==> config.mk <==
export PLATFORM = sky130hd
export DESIGN_NAME = mem_access_unit_flat
export DESIGN_NICKNAME = d
export VERILOG_FILES = /design/src/rtl/mem_access_pkg.sv /design/src/rtl/mem_access_if.sv /design/src/rtl/mem_access_fsm.sv /design/src/rtl/mem_access_unit.sv /design/src/flat_wrapper.sv
export SDC_FILE = /design/constraint.sdc
export NUM_CORES = 1
export LEC_CHECK = 0
export ABC_CLOCK_PERIOD_IN_PS = 2300
export CAP_MARGIN = 20
export CORE_ASPECT_RATIO = 0.5
export CORE_MARGIN = 5
export CORE_UTILIZATION = 47
export DETAILED_ROUTE_END_ITERATION = 8
export MAX_ROUTING_LAYER = met4
export PLACE_DENSITY = 0.85
export SLEW_MARGIN = 20
export SYNTH_ARGS = -nofsm -noshare
export SYNTH_HDL_FRONTEND = slang
export SYNTH_SLANG_ARGS = --single-unit
==> constraint.sdc <==
create_clock -name clock -period 2.3 [get_ports clock]
set_input_delay 0.23 -clock clock [delete_from_list [all_inputs] [get_ports clock]]
set_output_delay 0.23 -clock clock [all_outputs]
set_load 0.03 [all_outputs]
==> src/rtl/mem_access_pkg.sv <==
// -----------------------------------------------------------------------------
// mem_access_pkg
// Shared types and constants for the memory access unit: sequencer state
// encoding, default widths and the wait-counter width helper.
// -----------------------------------------------------------------------------
package mem_access_pkg;

  typedef enum logic [1:0] {
    IDLE  = 2'd0,
    READ  = 2'd1,
    WRITE = 2'd2,
    DONE  = 2'd3
  } state_t;

  localparam int DEF_DATA_W         = 32;
  localparam int DEF_ADDR_W         = 9;
  localparam int DEF_TIMEOUT_CYCLES = 64;

  // Counter must be able to hold the limit value itself.
  function automatic int tmo_cnt_w(input int cycles);
    return $clog2(cycles + 1);
  endfunction

endpackage

==> src/rtl/mem_access_if.sv <==
// -----------------------------------------------------------------------------
// mem_access_if
// Memory-side request/response port of the memory access unit.
//   mem_req   : request, held until mem_ready
//   mem_we    : 1 = write, 0 = read (valid while mem_req)
//   mem_addr  : word address (valid while mem_req)
//   mem_wdata : write data (valid while mem_req)
//   mem_rdata : read data, valid when mem_ready
//   mem_ready : memory accepts/completes the current request this cycle
// master = access unit side, slave = memory side.
// -----------------------------------------------------------------------------
interface mem_access_if #(
  parameter int DATA_W = 32,
  parameter int ADDR_W = 9
);
  logic              mem_req;
  logic              mem_we;
  logic [ADDR_W-1:0] mem_addr;
  logic [DATA_W-1:0] mem_wdata;
  logic [DATA_W-1:0] mem_rdata;
  logic              mem_ready;

  modport master (
    output mem_req, mem_we, mem_addr, mem_wdata,
    input  mem_rdata, mem_ready
  );

  modport slave (
    input  mem_req, mem_we, mem_addr, mem_wdata,
    output mem_rdata, mem_ready
  );
endinterface

==> src/rtl/mem_access_fsm.sv <==
// -----------------------------------------------------------------------------
// mem_access_fsm
// Read/write sequencer: IDLE -> READ/WRITE -> DONE -> IDLE.
// Generates mem_req, busy, the one-cycle done pulse and (optionally) the
// timeout err pulse.
// Optional feature macro: MEM_TIMEOUT_EN (wait-state limit of TIMEOUT_CYCLES).
// Ports:
//   clock, clear_n   : clock, synchronous active-low reset
//   i_rd_start       : start read (IDLE only, wins over i_wr_start)
//   i_wr_start       : start write (IDLE only)
//   i_mem_ready      : memory completion, looked at only in READ/WRITE
//   o_state          : current state, used by the top for register control
//   o_busy, o_done, o_err, o_mem_req : registered status/request outputs
// -----------------------------------------------------------------------------
module mem_access_fsm
  import mem_access_pkg::*;
#(
  parameter int TIMEOUT_CYCLES = DEF_TIMEOUT_CYCLES
) (
  input  logic   clock,
  input  logic   clear_n,
  input  logic   i_rd_start,
  input  logic   i_wr_start,
  input  logic   i_mem_ready,
  output state_t o_state,
  output logic   o_busy,
  output logic   o_done,
  output logic   o_err,
  output logic   o_mem_req
);

  if (TIMEOUT_CYCLES < 1) begin : g_bad_timeout
    $error("TIMEOUT_CYCLES must be >= 1");
  end

  state_t r_state;
  logic   r_busy;
  logic   r_done;
  logic   r_err;
  logic   r_mem_req;
  logic   w_timeout;

`ifdef MEM_TIMEOUT_EN
  localparam int CNT_W = tmo_cnt_w(TIMEOUT_CYCLES);

  logic [CNT_W-1:0] r_wait_cnt;
  logic [CNT_W-1:0] w_cnt_next;

  assign w_cnt_next = r_wait_cnt + CNT_W'(1);
  // mem_ready on the limit cycle wins: timeout only fires on a non-ready cycle.
  assign w_timeout  = !i_mem_ready && (w_cnt_next == CNT_W'(TIMEOUT_CYCLES));

  // Counter sits at zero outside READ/WRITE, so it is clear on entry.
  always_ff @(posedge clock) begin
    if (!clear_n) begin
      r_wait_cnt <= '0;
    end else if ((r_state == READ || r_state == WRITE) && !i_mem_ready) begin
      r_wait_cnt <= w_cnt_next;
    end else begin
      r_wait_cnt <= '0;
    end
  end
`else
  assign w_timeout = 1'b0;
`endif

  always_ff @(posedge clock) begin
    if (!clear_n) begin
      r_state   <= IDLE;
      r_busy    <= 1'b0;
      r_done    <= 1'b0;
      r_err     <= 1'b0;
      r_mem_req <= 1'b0;
    end else begin
      r_done <= 1'b0;
      r_err  <= 1'b0;
      case (r_state)
        IDLE: begin
          if (i_rd_start) begin
            r_state   <= READ;
            r_busy    <= 1'b1;
            r_mem_req <= 1'b1;
          end else if (i_wr_start) begin
            r_state   <= WRITE;
            r_busy    <= 1'b1;
            r_mem_req <= 1'b1;
          end
        end
        READ, WRITE: begin
          if (i_mem_ready) begin
            r_state   <= DONE;
            r_mem_req <= 1'b0;
            r_done    <= 1'b1;
          end else if (w_timeout) begin
            r_state   <= IDLE;
            r_busy    <= 1'b0;
            r_mem_req <= 1'b0;
            r_err     <= 1'b1;
          end
        end
        DONE: begin
          r_state <= IDLE;
          r_busy  <= 1'b0;
        end
        default: begin
          r_state   <= IDLE;
          r_busy    <= 1'b0;
          r_mem_req <= 1'b0;
        end
      endcase
    end
  end

  assign o_state   = r_state;
  assign o_busy    = r_busy;
  assign o_done    = r_done;
  assign o_err     = r_err;
  assign o_mem_req = r_mem_req;

endmodule

==> src/rtl/mem_access_unit.sv <==
// -----------------------------------------------------------------------------
// mem_access_unit
// MAR/MDR registers plus a handshaked sequencer toward a variable-latency
// memory. The datapath loads MAR/MDR from the bus; the control unit starts
// reads/writes and watches busy/done.
// Optional feature macro: MEM_TIMEOUT_EN (err pulse after TIMEOUT_CYCLES
// wait states; otherwise err is always 0 and the unit waits indefinitely).
// Ports:
//   clock, clear_n          : clock, synchronous active-low reset
//   bus_in                  : datapath bus
//   MAR_enable / MDR_enable : load MAR / MDR from bus_in (only when not busy)
//   rd_start / wr_start     : start pulses (ignored while busy, read wins)
//   MAR_q / MDR_q           : register contents
//   busy / done / err       : sequencer status
//   mem                     : memory port (mem_access_if.master)
// -----------------------------------------------------------------------------
module mem_access_unit
  import mem_access_pkg::*;
#(
  parameter int DATA_W         = DEF_DATA_W,
  parameter int ADDR_W         = DEF_ADDR_W,
  parameter int TIMEOUT_CYCLES = DEF_TIMEOUT_CYCLES
) (
  input  logic              clock,
  input  logic              clear_n,
  input  logic [DATA_W-1:0] bus_in,
  input  logic              MAR_enable,
  input  logic              MDR_enable,
  input  logic              rd_start,
  input  logic              wr_start,
  output logic [DATA_W-1:0] MAR_q,
  output logic [DATA_W-1:0] MDR_q,
  output logic              busy,
  output logic              done,
  output logic              err,
  mem_access_if.master      mem
);

  logic [DATA_W-1:0] r_mar;
  logic [DATA_W-1:0] r_mdr;
  logic              r_mem_we;
  logic [ADDR_W-1:0] r_mem_addr;
  logic [DATA_W-1:0] r_mem_wdata;

  state_t w_state;
  logic   w_busy;
  logic   w_launch_rd;
  logic   w_launch_wr;
  logic   w_rd_capture;

  mem_access_fsm #(
    .TIMEOUT_CYCLES (TIMEOUT_CYCLES)
  ) u_fsm (
    .clock       (clock),
    .clear_n     (clear_n),
    .i_rd_start  (rd_start),
    .i_wr_start  (wr_start),
    .i_mem_ready (mem.mem_ready),
    .o_state     (w_state),
    .o_busy      (w_busy),
    .o_done      (done),
    .o_err       (err),
    .o_mem_req   (mem.mem_req)
  );

  assign w_launch_rd  = (w_state == IDLE) && rd_start;
  assign w_launch_wr  = (w_state == IDLE) && wr_start && !rd_start;
  assign w_rd_capture = (w_state == READ) && mem.mem_ready;

  // NOTE: non-blocking assignments make a same-cycle start and MAR/MDR load
  // launch with the old register value while the load still lands.
  always_ff @(posedge clock) begin
    if (!clear_n) begin
      r_mar       <= '0;
      r_mdr       <= '0;
      r_mem_we    <= 1'b0;
      r_mem_addr  <= '0;
      r_mem_wdata <= '0;
    end else begin
      if (MAR_enable && !w_busy) begin
        r_mar <= bus_in;
      end

      // A read completion always overrides a bus load of MDR.
      if (w_rd_capture) begin
        r_mdr <= mem.mem_rdata;
      end else if (MDR_enable && !w_busy) begin
        r_mdr <= bus_in;
      end

      // Memory port fields change only at launch, so they hold through waits.
      if (w_launch_rd) begin
        r_mem_we   <= 1'b0;
        r_mem_addr <= r_mar[ADDR_W-1:0];
      end else if (w_launch_wr) begin
        r_mem_we    <= 1'b1;
        r_mem_addr  <= r_mar[ADDR_W-1:0];
        r_mem_wdata <= r_mdr;
      end
    end
  end

  assign MAR_q         = r_mar;
  assign MDR_q         = r_mdr;
  assign busy          = w_busy;
  assign mem.mem_we    = r_mem_we;
  assign mem.mem_addr  = r_mem_addr;
  assign mem.mem_wdata = r_mem_wdata;

endmodule

==> src/flat_wrapper.sv <==
// flat-port wrapper written by rule: the top's interface ports become plain ports
module mem_access_unit_flat import mem_access_pkg::*;
#(
  parameter int DATA_W         = DEF_DATA_W,
  parameter int ADDR_W         = DEF_ADDR_W,
  parameter int TIMEOUT_CYCLES = DEF_TIMEOUT_CYCLES
)
  (clock, clear_n, bus_in, MAR_enable, MDR_enable, rd_start, wr_start, MAR_q, MDR_q, busy, done, err, mem_mem_req, mem_mem_we, mem_mem_addr, mem_mem_wdata, mem_mem_rdata, mem_mem_ready);
  mem_access_if #(.DATA_W(DATA_W), .ADDR_W(ADDR_W)) mem_i ();
  input  logic clock;
  input  logic clear_n;
  input  logic [DATA_W-1:0] bus_in;
  input  logic MAR_enable;
  input  logic MDR_enable;
  input  logic rd_start;
  input  logic wr_start;
  output logic [DATA_W-1:0] MAR_q;
  output logic [DATA_W-1:0] MDR_q;
  output logic busy;
  output logic done;
  output logic err;
  output wire logic [$bits(mem_i.mem_req)-1:0] mem_mem_req;
  output wire logic [$bits(mem_i.mem_we)-1:0] mem_mem_we;
  output wire logic [$bits(mem_i.mem_addr)-1:0] mem_mem_addr;
  output wire logic [$bits(mem_i.mem_wdata)-1:0] mem_mem_wdata;
  input wire logic [$bits(mem_i.mem_rdata)-1:0] mem_mem_rdata;
  input wire logic [$bits(mem_i.mem_ready)-1:0] mem_mem_ready;
  assign mem_mem_req = mem_i.mem_req;
  assign mem_mem_we = mem_i.mem_we;
  assign mem_mem_addr = mem_i.mem_addr;
  assign mem_mem_wdata = mem_i.mem_wdata;
  assign mem_i.mem_rdata = mem_mem_rdata;
  assign mem_i.mem_ready = mem_mem_ready;
  mem_access_unit #(.DATA_W(DATA_W), .ADDR_W(ADDR_W), .TIMEOUT_CYCLES(TIMEOUT_CYCLES)) u_core (.clock(clock), .clear_n(clear_n), .bus_in(bus_in), .MAR_enable(MAR_enable), .MDR_enable(MDR_enable), .rd_start(rd_start), .wr_start(wr_start), .MAR_q(MAR_q), .MDR_q(MDR_q), .busy(busy), .done(done), .err(err), .mem(mem_i));
endmodule
* Word level (Yosys, flattened, before mapping) *
Cells that the tools add are included.

operators by class
  equal/unequal tests = 5
  reductions and logical operators = 19
  bitwise operators = 3
  muxes and demuxes = 14

operator list
  operator            count
  $mux 32             2
  $mux 9              2
  $reduce_and 2->1    4
  $logic_and 1x1->1   6
  $mux 2              3
  $pmux 2 s3          1
  $reduce_bool 2->1   3
  $eq 2x2->1 const B  2
  $mux 1              4
  $pmux 1 s2          2
  $reduce_or 2->1     2
  $ne 3x3->1 const B  1
  $not 1->1           3
  $reduce_and 3->1    1
  $eq 2x1->1 const B  1
  $logic_not 1->1     2
  $logic_not 2->1     1
  $ne 2x2->1 const B  1

word-level totals
  bits in registers = 111
  word-level logic and storage cells = 50
  output and inout bits = 110

* Logic depth before layout (Yosys ltp) *
  word-level depth = 5
  gate-level depth with buffers = 8

* Hierarchy *
Synthesis repeated with hierarchy kept, for this count alone.

second synthesis, totals
  cell total of the unflattened synthesis = 542
  area total of the unflattened synthesis = 4264.1 µm²

by module, submodules not included
  module           instances  cells each  area an instance (µm²)
  mem_access_unit  1          510         3985.1
  mem_access_fsm   1          32          279.0

* Least setup slack after synthesis *
OpenSTA, ideal clock, no wires.

  path kind = register to register
  start = register u_core.u_fsm.r_state[1] (netlist: u_core.u_fsm.o_state[1])
  end = register u_core.r_mdr[0] (netlist: u_core.MDR_q[0])
  data required time = 2.226 ns
  data arrival time = 1.422 ns
  stages on the path, launching flop included = 9
  setup slack = 0.804 ns
  setup time = 0.074 ns
  buffers on the path = 3
  cells stage by stage = dfxtp_1 inv_1 ha_1 and2_4 buf_6 or2_1 buf_6 buf_6 a31oi_2

on the way
  cells in the longest elaborated chain, start to end = 3
  elaborated cells between the ends (all ways) = 4
  those cells by class = eq/ne: 1; mux: 1; reduce/logical: 2

RTL lines
  element                                              RTL line               text
  start, declared                                      mem_access_fsm.sv:36   state_t r_state;
  start signal, assigned                               mem_access_fsm.sv:69   r_state <= IDLE;
  start signal, assigned                               mem_access_fsm.sv:80   r_state <= READ;
  start signal, assigned                               mem_access_fsm.sv:84   r_state <= WRITE;
  $eq 2x1->1 (*)                                       mem_access_unit.sv:68  assign w_rd_capture = (w_state == READ) && mem.mem_ready;
  $logic_and 1x1->1 (*)                                mem_access_unit.sv:68
  $mux 32 / $reduce_bool 2->1 (equally long branches)  n/a
  end signal, assigned                                 mem_access_unit.sv:86  r_mdr <= mem.mem_rdata;
  end signal, assigned                                 mem_access_unit.sv:88  r_mdr <= bus_in;
  end, declared                                        mem_access_unit.sv:40  logic [DATA_W-1:0] r_mdr;

Every way passes the cells marked *; elsewhere a longest branch is shown, timed or not.
A chain may end at the register's enable or synchronous reset.

* Worst setup path after layout *
  start = register u_core.u_fsm.r_state[1] (netlist: u_core.u_fsm.o_state[1])
  end = register u_core.r_mdr[20] (netlist: u_core.MDR_q[20])

Same word-level chain as after synthesis.

==> run metrics <==
Clock power frac=21.2%; share of cells above drive strength 1=8.973%; highest clock rate=544.7 MHz; most common cell after layout, fill and taps aside=nand2_1; # port buffers=179; clock-pin slew on the worst setup and hold paths=70 ps; CP startpoint kind=flop; Worst Path Max Fanout=31; M3 GR Usage=4.904%; Critical Path AT=2030 ps; Leakage=0.002483 uW; WHS=421.0 ps; syn_area_per_cell=8.794 um2; crit path launch=u_core.u_fsm.o_state[1]$_SDFFE_PN0P_; num rows=25; TritonCTS Buffers=9; die area=12150 um2; power share of the combinational group=42.6%; Cell Area, Synth=4669 um2; Tmin final=1836 ps; final std cells w/o fill=826; Worst Path Required=2490 ps; met1 global-route usage=27.14%; RSZ-0062 raised after global routing=false; most frequent cells in the layout=195 x nand2_1, 178 x clkdlybuf4s50_1, 111 x dfxtp_1; drt first-iter violations=330; DR vias/cell=5.113; die height=80.48 um; Setup TNS=0 ps; Layout fillers=767; met2 layer usage reported by global route=40.06%; Synth cell types=28; Placed Instances=810; maximum VDD drop=577.6 uV; Residual DRC=0; Non-Filler Cell Area, Final=6787 um2; CTS tree=done; Max Slew Vio Count=0; post-synthesis async set-or-reset flop share=0%; Post-synth EDFFs=0; routability congestion estimate=0.8406; Worst Skew=6.100 ps; Area Growth Syn to Fin=45.34%; measured slew at the worst slew-check pin=949.8 ps; pre-CTS setup slack=282.2 ps; clock latency on the worst-skew pair=360 ps; HPWL after detailed placement=9.692 mm; Avg WL per Cell=16.74 um; crit path capture type=flop; Post-DP Area=6511 um2; Pre-Repair DR Iteration Count=7; Synth Register Bits=111; global route overflow=0; Detail Route Antenna Nets=0; pin count of the biggest net entering global routing=112; PwrDens=1026 nW/um2; Core Footprint=9572 um2; outcome=finished, final reports clean; # hold bufs at CTS=0; register area=2222 um2; RR Startpoint=u_core.u_fsm.o_state[1]$_SDFFE_PN0P_; multi-input logic area=2215 um2; Vias=4223; # IOs=181; Root Driver=clkbuf_16; Internal Power=4188 uW; WS Path Type=flop to flop; Max-Cap Viols=0; Hold Path Origin=clear_n; final setup fails=0; Setup WS post-layout=464.1 ps; Initial Util=48.78%; gr busiest metal=met2; Final Hold Fails=0; global-route wire length before repair=21.45 mm; Sink Count=111; Post-synth top flop=dfxtp_1; Worst Hold Class=primary input to flop; # nets final=761; Cells after Synth=531; vias in the first global route=4115; die width=151.0 um; Reg power frac=36.3%; Tcrit/Tclk final=79.82%; YS warnings=0; Bufs on Longest Clock Path=2; initial antenna violation count=0; Post CTS Setup Buffer Count=0; Detailed Route WL=13.82 mm; sequential cell area fraction in the yosys report=47.59%; switching share of power=39.83%; Net Sw Power=2772 uW; Resize count post-CTS=0; syn_nets=606; H-tree Lvls=3; Global Route Usage Sum=23.19%; Slew headroom=36.68%; Antenna Diode Count=0
[final cells by class]
| cell class | count | share of cell area, % |
|---|---|---|
| sequential | 111 | 32.74 |
| inverter | 3 | 0.1659 |
| timing repair buffer | 190 | 27.91 |
| tap | 135 | 2.489 |
| clock buffer | 10 | 3.374 |
| clock inverter | 6 | 0.6822 |
| multi-input combinational | 371 | 32.63 |
[cell usage after synthesis (2+ instances only)]
master    count  area share, %
a21oi_1       2           0.21
mux2i_1      11            2.4
buf_2        10            1.1
nor2_1        2           0.16
o311a_1       2           0.43
dfxtp_1     111             48
a21boi_0     65             10
nand2_1     195             16
clkbuf_1     30            2.4
ha_1          4            1.1
buf_6         5            1.2
o31ai_1      31            5.0
a31oi_2      30            8.0
o21ai_0       6           0.64
nor2b_1      12            1.6
inv_1         3           0.24
[sequential cells by signal, summed over array words and instances, names as in the netlist]
signal                  count
u_core.mem.mem_wdata       32
u_core.mem.mem_we           1
u_core.u_fsm.o_state        2
u_core.mem.mem_addr         9
u_core.MDR_q               32
u_core.u_fsm.o_done         1
u_core.u_fsm.o_mem_req      1
u_core.u_fsm.o_busy         1
u_core.MAR_q               32
[kinds of logic (layout without fill, tap and decap cells)]
group	after synthesis	in the layout	share of synthesized area (%)
multiplexers	11	11	2.358
other	1	1	0.08031
AO/OA/AOI/OAI	138	138	25.13
flip-flops	111	111	47.59
buffers and inverters	49	209	5.091
AND/OR/NAND/NOR	217	217	18.68
adder cells (fa/ha/maj)	4	4	1.072
[layer usage]
| layer | vias to the layer above | routed length [um] |
|---|---|---|
| met4 | 0 | 261 |
| met2 | 120 | 7012 |
| met3 | 24 | 681 |
| li1 | 2092 | - |
| met1 | 1987 | 5868 |
| met5 | - | 0 |
[worst max-delay path, cell delays in order, from the launching register on]
cell     delay (ps)
dfxtp_1         310
inv_1           110
ha_1            190
and2_4          140
or2_2           730
a31oi_2         180
[power groups by stage]
stage,Combinational (uW),Sequential (uW),Clock (uW)
after detailed placement,2970,2560,0
after CTS,2980,2520,1500
final,2960,2520,1470
after global placement,2910,2550,0
after global routing,3150,2570,1590
after floorplan,1270,3150,0
[final timing paths]
path / endpoint / slack, ps / depth (start not counted)
min reg2reg: u_core.mem.mem_wdata[10]$_SDFFE_PN0P_ / 460 / 2
max: u_core.MDR_q[20]$_SDFFE_PN0P_ / 460 / 5
min: u_core.u_fsm.o_state[0]$_SDFFE_PN0P_ / 420 / 3
max reg2reg: u_core.MDR_q[20]$_SDFFE_PN0P_ / 460 / 5
[stage by stage]
| step | total power, uW | utilization, % |
|---|---|---|
| CTS | 6995 | 70.90 |
| finish | 6960 | 70.90 |
| floorplan | 4425 | - |
| detailed placement | 5523 | 68.03 |
| global placement | 5458 | 68.03 |
| global route | 7302 | 70.90 |
No activity file was read; power rests on OpenSTA's default activity.
